===== config.mk =====
export PLATFORM = sky130hd
export DESIGN_NAME = e203_reset_seq
export DESIGN_NICKNAME = d
export VERILOG_FILES = /design/src/rtl/e203_reset_seq.sv
export SDC_FILE = /design/constraint.sdc
export NUM_CORES = 1
export LEC_CHECK = 0
export BUFFER_PORTS_ARGS = -buffer_cell sky130_fd_sc_hd__buf_4
export CAP_MARGIN = 40
export CELL_PAD_IN_SITES_DETAIL_PLACEMENT = 0
export CELL_PAD_IN_SITES_GLOBAL_PLACEMENT = 1
export CORE_MARGIN = 2
export CORE_UTILIZATION = 32
export DETAILED_ROUTE_END_ITERATION = 16
export PLACE_DENSITY = 0.63
export SYNTH_ARGS = -nofsm -noshare
export SYNTH_HDL_FRONTEND = slang
export SYNTH_SLANG_ARGS = --single-unit

===== constraint.sdc =====
create_clock -name clk -period 2.1 [get_ports clk]
set_clock_uncertainty 0.1 [all_clocks]
set_input_delay 0 -clock clk [delete_from_list [all_inputs] [get_ports clk]]
set_output_delay 0 -clock clk [all_outputs]
set_load 0.02 [all_outputs]

===== src/rtl/e203_reset_seq.sv =====
`default_nettype none
// ============================================================================
//  Module      : e203_reset_seq
//  Description : Staged reset sequencer for the e203 core domains. It
//                synchronises the pin reset and releases the always-on, TCM
//                and core domains in order with programmable gaps. It also
//                handles warm resets from the watchdog, software and debug,
//                and records the cause of the last warm reset.
//  Revision    : 1.0 - initial release
// ============================================================================
module e203_reset_seq #(
    parameter int SYNC_LEVELS = 2,
    parameter int AON_DLY     = 4,
    parameter int TCM_DLY     = 4,
    parameter int CORE_DLY    = 8,
    parameter int HOLD_CYC    = 16,
    parameter int CNT_W       = 5
) (
    input  logic       clk,
    input  logic       rst_n,
    input  logic       test_mode,
    input  logic       wdg_rst_req,
    input  logic       sw_rst_req,
    input  logic       dbg_ndmreset,
    output logic       rst_aon,
    output logic       rst_itcm,
    output logic       rst_dtcm,
    output logic       rst_core,
    output logic [1:0] rst_cause,
    output logic       seq_busy
);

    // The RESET-state exit edge acts as the final synchroniser level, so the
    // explicit chain holds one flop fewer than SYNC_LEVELS. The FSM therefore
    // leaves RESET on the SYNC_LEVELS-th edge after rst_n rises.
    localparam int SYNC_W = SYNC_LEVELS - 1;

    localparam logic [CNT_W-1:0] c_cnt_zero  = '0;
    localparam logic [CNT_W-1:0] c_cnt_one   = CNT_W'(1);
    localparam logic [CNT_W-1:0] c_aon_load  = CNT_W'(AON_DLY - 1);
    localparam logic [CNT_W-1:0] c_tcm_load  = CNT_W'(TCM_DLY - 1);
    localparam logic [CNT_W-1:0] c_core_load = CNT_W'(CORE_DLY - 1);
    localparam logic [CNT_W-1:0] c_hold_load = CNT_W'(HOLD_CYC - 1);
    localparam logic [SYNC_W-1:0] c_sync_in  = SYNC_W'(1);

    localparam logic [1:0] c_cause_por = 2'd0;
    localparam logic [1:0] c_cause_wdg = 2'd1;
    localparam logic [1:0] c_cause_sw  = 2'd2;
    localparam logic [1:0] c_cause_dbg = 2'd3;

    typedef enum logic [2:0] {
        S_RESET     = 3'd0,
        S_WAIT_AON  = 3'd1,
        S_WAIT_TCM  = 3'd2,
        S_WAIT_CORE = 3'd3,
        S_RUN       = 3'd4,
        S_HOLD      = 3'd5
    } state_t;

    logic [SYNC_W-1:0] r_sync;
    state_t            r_state;
    state_t            w_state_nxt;
    logic [CNT_W-1:0]  r_cnt;
    logic [CNT_W-1:0]  w_cnt_nxt;
    logic [CNT_W-1:0]  w_cnt_dec;
    logic [1:0]        r_cause;
    logic [1:0]        w_cause_nxt;
    logic              r_busy;
    logic              r_aon;
    logic              r_tcm;
    logic              r_core;
    logic              w_sync_rel;
    logic              w_any_req;
    logic              w_level_req;
    logic              w_cnt_done;
    logic              w_aon_nxt;
    logic              w_tcm_nxt;
    logic              w_core_nxt;

    assign w_sync_rel  = r_sync[SYNC_W-1];
    assign w_any_req   = wdg_rst_req | sw_rst_req | dbg_ndmreset;
    assign w_level_req = wdg_rst_req | dbg_ndmreset;
    assign w_cnt_done  = (r_cnt == c_cnt_zero);
    assign w_cnt_dec   = w_cnt_done ? c_cnt_zero : (r_cnt - c_cnt_one);

    // Pin-reset synchroniser: shifts 1s in once rst_n is released.
    always_ff @(posedge clk or negedge rst_n) begin
        if (!rst_n) begin
            r_sync <= '0;
        end else begin
            r_sync <= (r_sync << 1) | c_sync_in;
        end
    end

    // Next-state, delay counter and cause selection for the release sequencer.
    always_comb begin
        w_state_nxt = r_state;
        w_cnt_nxt   = w_cnt_dec;
        w_cause_nxt = r_cause;
        case (r_state)
            S_RESET: begin
                w_cnt_nxt = c_cnt_zero;
                if (w_sync_rel) begin
                    w_state_nxt = S_WAIT_AON;
                    w_cnt_nxt   = c_aon_load;
                end
            end
            S_WAIT_AON: begin
                if (w_cnt_done) begin
                    w_state_nxt = S_WAIT_TCM;
                    w_cnt_nxt   = c_tcm_load;
                end
            end
            S_WAIT_TCM: begin
                if (w_cnt_done) begin
                    w_state_nxt = S_WAIT_CORE;
                    w_cnt_nxt   = c_core_load;
                end
            end
            S_WAIT_CORE: begin
                if (w_cnt_done) begin
                    w_state_nxt = S_RUN;
                    w_cnt_nxt   = c_cnt_zero;
                end
            end
            S_RUN: begin
                w_cnt_nxt = c_cnt_zero;
                if (w_any_req) begin
                    w_state_nxt = S_HOLD;
                    w_cnt_nxt   = c_hold_load;
                    // Watchdog outranks debug, debug outranks software.
                    if (wdg_rst_req) begin
                        w_cause_nxt = c_cause_wdg;
                    end else if (dbg_ndmreset) begin
                        w_cause_nxt = c_cause_dbg;
                    end else begin
                        w_cause_nxt = c_cause_sw;
                    end
                end
            end
            S_HOLD: begin
                // Counter saturates at zero while a level request keeps us here.
                if (w_cnt_done && !w_level_req) begin
                    w_state_nxt = S_WAIT_TCM;
                    w_cnt_nxt   = c_tcm_load;
                end
            end
            default: begin
                w_state_nxt = S_RESET;
                w_cnt_nxt   = c_cnt_zero;
                w_cause_nxt = c_cause_por;
            end
        endcase
    end

    // Domain release levels derived from the state being entered.
    always_comb begin
        w_aon_nxt  = (w_state_nxt != S_RESET) && (w_state_nxt != S_WAIT_AON);
        w_tcm_nxt  = (w_state_nxt == S_WAIT_CORE) || (w_state_nxt == S_RUN);
        w_core_nxt = (w_state_nxt == S_RUN);
    end

    // Sequencer state register with the busy flag registered alongside.
    always_ff @(posedge clk or negedge rst_n) begin
        if (!rst_n) begin
            r_state <= S_RESET;
            r_cnt   <= c_cnt_zero;
            r_cause <= c_cause_por;
            r_busy  <= 1'b1;
        end else begin
            r_state <= w_state_nxt;
            r_cnt   <= w_cnt_nxt;
            r_cause <= w_cause_nxt;
            r_busy  <= (w_state_nxt != S_RUN);
        end
    end

    // Dedicated reset-output flops: asynchronous assert, synchronous release.
    always_ff @(posedge clk or negedge rst_n) begin
        if (!rst_n) begin
            r_aon  <= 1'b0;
            r_tcm  <= 1'b0;
            r_core <= 1'b0;
        end else begin
            r_aon  <= w_aon_nxt;
            r_tcm  <= w_tcm_nxt;
            r_core <= w_core_nxt;
        end
    end

    // Scan mode hands every domain reset straight to the pin.
    assign rst_aon   = test_mode ? rst_n : r_aon;
    assign rst_itcm  = test_mode ? rst_n : r_tcm;
    assign rst_dtcm  = test_mode ? rst_n : r_tcm;
    assign rst_core  = test_mode ? rst_n : r_core;
    assign rst_cause = r_cause;
    assign seq_busy  = r_busy;

endmodule
`default_nettype wire


# Yosys cells after proc, flatten, opt, wreduce, memory -nomap -nowiden
# Cells that the tools add are included.
op_classes:
  n_eq_ne: 10
  reduce_logical: 9
  n_addsub: 1
  bitwise_logic: 4
  mux: 22
ops:
  columns: ["operator", "count"]
  rows:
  - ["case mux 5 bit (6 select lines)", 1]
  - ["2-to-1 mux 5 bit", 5]
  - ["2-to-1 mux 3 bit", 6]
  - ["case mux 3 bit (6 select lines)", 1]
  - ["equality test 3 x 2 -> 1 bit, second input constant", 3]
  - ["equality test 3 bit, second input constant", 3]
  - ["2-to-1 mux 2 bit", 3]
  - ["zero test 5 bit", 1]
  - ["OR reduction 5 bit", 1]
  - ["subtractor 5 x 1 -> 5 bit, second input constant", 1]
  - ["2-to-1 mux 1 bit", 4]
  - ["2-to-1 mux 4 bit", 1]
  - ["case mux 2 bit (2 select lines)", 1]
  - ["equality test 3 x 1 -> 1 bit, second input constant", 1]
  - ["zero test 3 bit", 1]
  - ["inequality test 3 x 1 -> 1 bit, second input constant", 1]
  - ["inequality test 3 bit, second input constant", 1]
  - ["OR 1 bit", 3]
  - ["nonzero test 3 bit", 1]
  - ["logical AND 1 bit", 2]
  - ["inequality test 2 bit, second input constant", 1]
  - ["AND reduction 2 bit", 1]
  - ["zero test 1 bit", 1]
  - ["logical OR 1 bit", 1]
  - ["NOT 1 bit", 1]
totals:
  output_inout_bits: 7
  input_bits: 6
  ff_bits: 15

# Longest topological paths before layout
logic_depth:
  ltp_word: 7
  depth_mapped: 5
  ltp_nobuf: 5

# Worst setup path before layout
# Ideal clock, no wire load.
synth_path:
  kind: "register -> register"
  startpoint: "reg r_cnt[0]"
  endpoint: "reg r_state[0]"
  period_less_slack_ns: 1.866
  n_path_buf: 0
  path_stages_with_launch: 6
  slack_ns: 0.234
  arrival_ns: 1.640
  required_time_ns: 1.874
  path_cell_list: "dfrtp_1 -> inv_1 -> ha_1 -> nor4b_4 -> mux2_2 -> a221o_1"
synth_between:
  elab_chain_cells: 4
  elab_cells_between_ends: 7
  cone_classes: "mux: 5; reduce/logical: 2"
synth_lines:
  columns: ["item", "line", "rtl"]
  rows:
  - ["from (decl)", "63", "logic [CNT_W-1:0] r_cnt;"]
  - ["from (signal assigned)", "167", "r_cnt <= c_cnt_zero;"]
  - ["from (signal assigned)", "172", "r_cnt <= w_cnt_nxt;"]
  - ["zero test 5 bit *", "83", "assign w_cnt_done = (r_cnt == c_cnt_zero);"]
  - ["logical AND 1 bit", "143", "if (w_cnt_done && !w_level_req) begin"]
  - ["2-to-1 mux 3 bit", "143", null]
  - ["case mux 3 bit (6 select lines) *", "100", "case (r_state)"]
  - ["net w_state_nxt[0]", "62", "state_t w_state_nxt;"]
  - ["to (signal assigned)", "171", "r_state <= w_state_nxt;"]
  - ["to (decl)", "61", "state_t r_state;"]
# The timed path passes the listed nets; every way through them passes the cells marked *.
# A chain may end at the register's enable or synchronous reset.

# Final worst setup path
layout_path:
  startpoint: "reg r_cnt[0]"
  endpoint: "reg r_cnt[0]"
layout_between:
  elab_chain_cells: 4
  elab_cells_between_ends: 9
  cone_classes: "add/sub: 1; mux: 6; reduce/logical: 2"
layout_lines:
  columns: ["item", "line", "rtl"]
  rows:
  - ["subtractor 5 x 1 -> 5 bit / zero test 5 bit (equally long branches)", "84, 83", null]
  - ["2-to-1 mux 5 bit / logical AND 1 bit (equally long branches)", "84, 143", null]
  - ["2-to-1 mux 5 bit, on equally long branches", null, null]
  - ["case mux 5 bit (6 select lines) *", "100", null]
  - ["net w_cnt_nxt[0]", "64", "logic [CNT_W-1:0] w_cnt_nxt;"]
# Marked as above.

==> results.md <==
* Post-CTS Setup Inserts at 0
* Fin crit share at 0.910
* Largest net degree at the start of global routing at 17
* Maximum clock rate at 523 MHz
* Post-Syn Nets at 95
* Max-Cap Viols at 0
* Leakage at 0.447 nW
* Slowest stage cell, crit path: or4b_4
* Sequential element share of the synthesized area at 0.453
* Worst hold margin at 10.9 ps
* WP data arrival at 1980 ps
* Slowest stage delay, CP at 510 ps
* Port-buffer cells at 12
* Max-slew violation count at 0
* Vias in the first global route at 655
* WL met2 at 787 µm
* WS Path Type: reg2reg
* Final min period at 1910 ps
* Status: finished, final reports clean
* Worst reg-to-reg path cell count at 5
* Die area at 3020 µm²
* Die height at 55.0 µm
* Num Clock Sinks at 15
* Area contributors post-synth: dfrtp_1 (42%), o21ai_0 (4.8%), nor2_1 (3.6%)
* Placed wire-length estimate at 1.23 mm
* Critical path's top delay family: simple AND/OR/NAND/NOR gates
* Crit-path max FO at 5
* Critical Path Source Type: flop
* Skew-Pair Late Insertion Delay at 270 ps
* Mapped Avg Cell Area at 9.44 µm²
* Class of the most critical hold timing path: in2async
* Core Region at 2480 µm²
* GRT Util Overall at 0.135
* Setup TNS at 0 ps
* Share of the synthesized area in the top cell type at 0.422
* Vias per Instance at 5.18
* DRC viols at 0
* Crit-path cells: inv_1, ha_1, or4b_4, or2_1, a41o_1
* R2R Path End: r_cnt[0]
* Warnings from Yosys at 0
* PwrDens at 1290 nW/µm²
* Antenna cells at 0
* Max VDD drop at 0.558 mV
* Synthesized area at 831 µm²
* Critical path buffer and inverter count at 1
* Fin area at 1030 µm²
* Nets@finish at 115
* Setup slack, reg-to-reg at 190 ps
* Reg-to-Reg Start: r_cnt[0]
* Syn Inst Count at 88
* Post-route ant nets at 0
* RSZ-0062 raised after global routing: false
* Crit path capture type: flop
* Initial antenna violation count at 0
* Root Driver: clkbuf_4
* DR WL met3 at 78 µm
* DR iter-0 viols at 1
* Placed instance area at 961 µm²
* Clock Tree Buf Depth at 2
* FF+latch count, synth at 15
* Ports at 13
* Hold Fails Final Rpt at 0
* Final wirelength at 1.71 mm
* Netlist cell types at 36
* DR vias at 709
* Row cnt at 18
* Starting Density at 0.335
* WL/cell at 12.5 µm
* Htree depth at 1
* Post-cts sizing count at 0
* Layout cell share with drive strength beyond 1 at 0.215
* Final setup viols at 0
* Num CTS Buffers at 3
* Global route total overflow at 0
* M1 wire length at 826 µm
* Crit path required time at 2170 ps
* Layout area overhead at 23.6%
* Crit. Startpoint: r_cnt[0]
* TritonCTS clock tree: yes
* Hold buffers post-CTS at 4
* Worst-path clk slew at 90 ps
* First-pass GRT wire length at 2.83 mm
* GP Congestion at 0.761
* DR pass1 iterations at 4
* Die width at 55.0 µm
* Area leader, netlist: dfrtp_1
* DR top layer: met4
==> stage by stage <==
stage               cells  worst slack [ps]  power [mW]   util
finish                137               190        1.33  0.415
global route          137               105        1.45  0.415
CTS                   137               193        1.35  0.415
detailed placement    129               207        1.17  0.388
global placement      129               248        1.16  0.388
floorplan              88               234       0.992      -
==> cells in the mapped netlist <==
cell,number
buf_4,1
o21ai_0,8
o21a_1,1
nor3_1,1
conb_1,1
or4_1,2
xnor2_1,1
mux2_2,1
buf_2,1
and3_1,1
a41o_1,2
nand2b_1,2
nor4b_4,1
clkbuf_1,2
nand2_1,6
inv_1,7
nand3_1,5
a221o_1,1
nor2_1,8
a21oi_1,1
nor2b_1,3
dfrtp_1,14
ha_1,1
or2_1,1
o31a_2,1
o2bb2ai_1,2
nand3b_1,1
or4b_4,1
dfstp_2,1
a2bb2oi_1,1
a2111oi_0,1
o211ai_1,2
nor4_1,1
or3_1,1
and2_1,2
o221ai_1,2
==> power breakdown <==
group	internal (mW)	switching, mW	total, mW
Clock	0.0735	0.0866	0.160
Sequential	0.395	0.143	0.538
Combinational	0.320	0.310	0.630
Total	0.789	0.540	1.33
==> final cells by class <==
type	instances	area (µm²)
timing repair buffer	19	153
multi-input combinational	62	408
fill	264	1450
tap	30	37.5
inverter	7	26.3
clock buffer	4	26.3
sequential	15	377
==> worst max path at each step <==
| stage | endpoint | slack [ps] | depth (start not counted) |
|---|---|---|---|
| after detailed placement | r_cnt[1] | 210 | 5 |
| after global placement | r_cnt[1] | 250 | 5 |
| after CTS | r_cnt[1] | 190 | 5 |
| after floorplan | r_state[0] | 230 | 5 |
| final | r_cnt[0] | 190 | 5 |
| after global routing | r_cnt[1] | 100 | 5 |
==> worst reg2reg max path, stage by stage, from the launching register on <==
cell and delay, ps:
dfrtp_1 410, inv_1 70, ha_1 210, or4b_4 510, or2_1 260, a41o_1 240
==> registers in the layout, summed over array words and instances, names as in the netlist <==
| register | count |
|---|---|
| r_sync | 1 |
| r_cnt | 5 |
| rst_cause | 2 |
| seq_busy | 1 |
| r_tcm | 1 |
| r_core | 1 |
| r_state | 3 |
| r_aon | 1 |
==> kinds of logic (layout without fill, tap and decap cells) <==
| logic type | Yosys count | after routing | synth area share |
|---|---|---|---|
| adder cells (fa/ha/maj) | 1 | 1 | 0.0151 |
| flip-flops | 15 | 15 | 0.453 |
| XOR/XNOR | 1 | 1 | 0.0105 |
| other | 1 | 1 | 0.00451 |
| AND/OR/NAND/NOR | 36 | 36 | 0.255 |
| AO/OA/AOI/OAI | 22 | 22 | 0.193 |
| buffers and inverters | 11 | 30 | 0.0557 |
| multiplexers | 1 | 1 | 0.0136 |
==> per-layer routing <==
layer  global-route usage  up-vias
met3               0.0242        2
met4               0.0732        0
met5                    0        -
met2                0.220       17
met1                0.168      338
li1                     -      352
==> cells in the final DEF (no fill, tap or decap), types with 2 or more instances in the layout <==
master         synthesis  layout
dlygate4sd3_1          0       4
buf_4                  1      15
a41o_1                 2       2
or4_1                  2       2
dfrtp_1               14      14
nand3_1                5       5
inv_1                  7       7
nor2b_1                3       3
o21ai_0                8       8
o2bb2ai_1              2       2
o221ai_1               2       2
nor2_1                 8       8
nand2_1                6       6
and2_1                 2       2
o211ai_1               2       2
clkbuf_4               0       3
nand2b_1               2       2
Note: power is estimated with default switching activity, not from simulation.
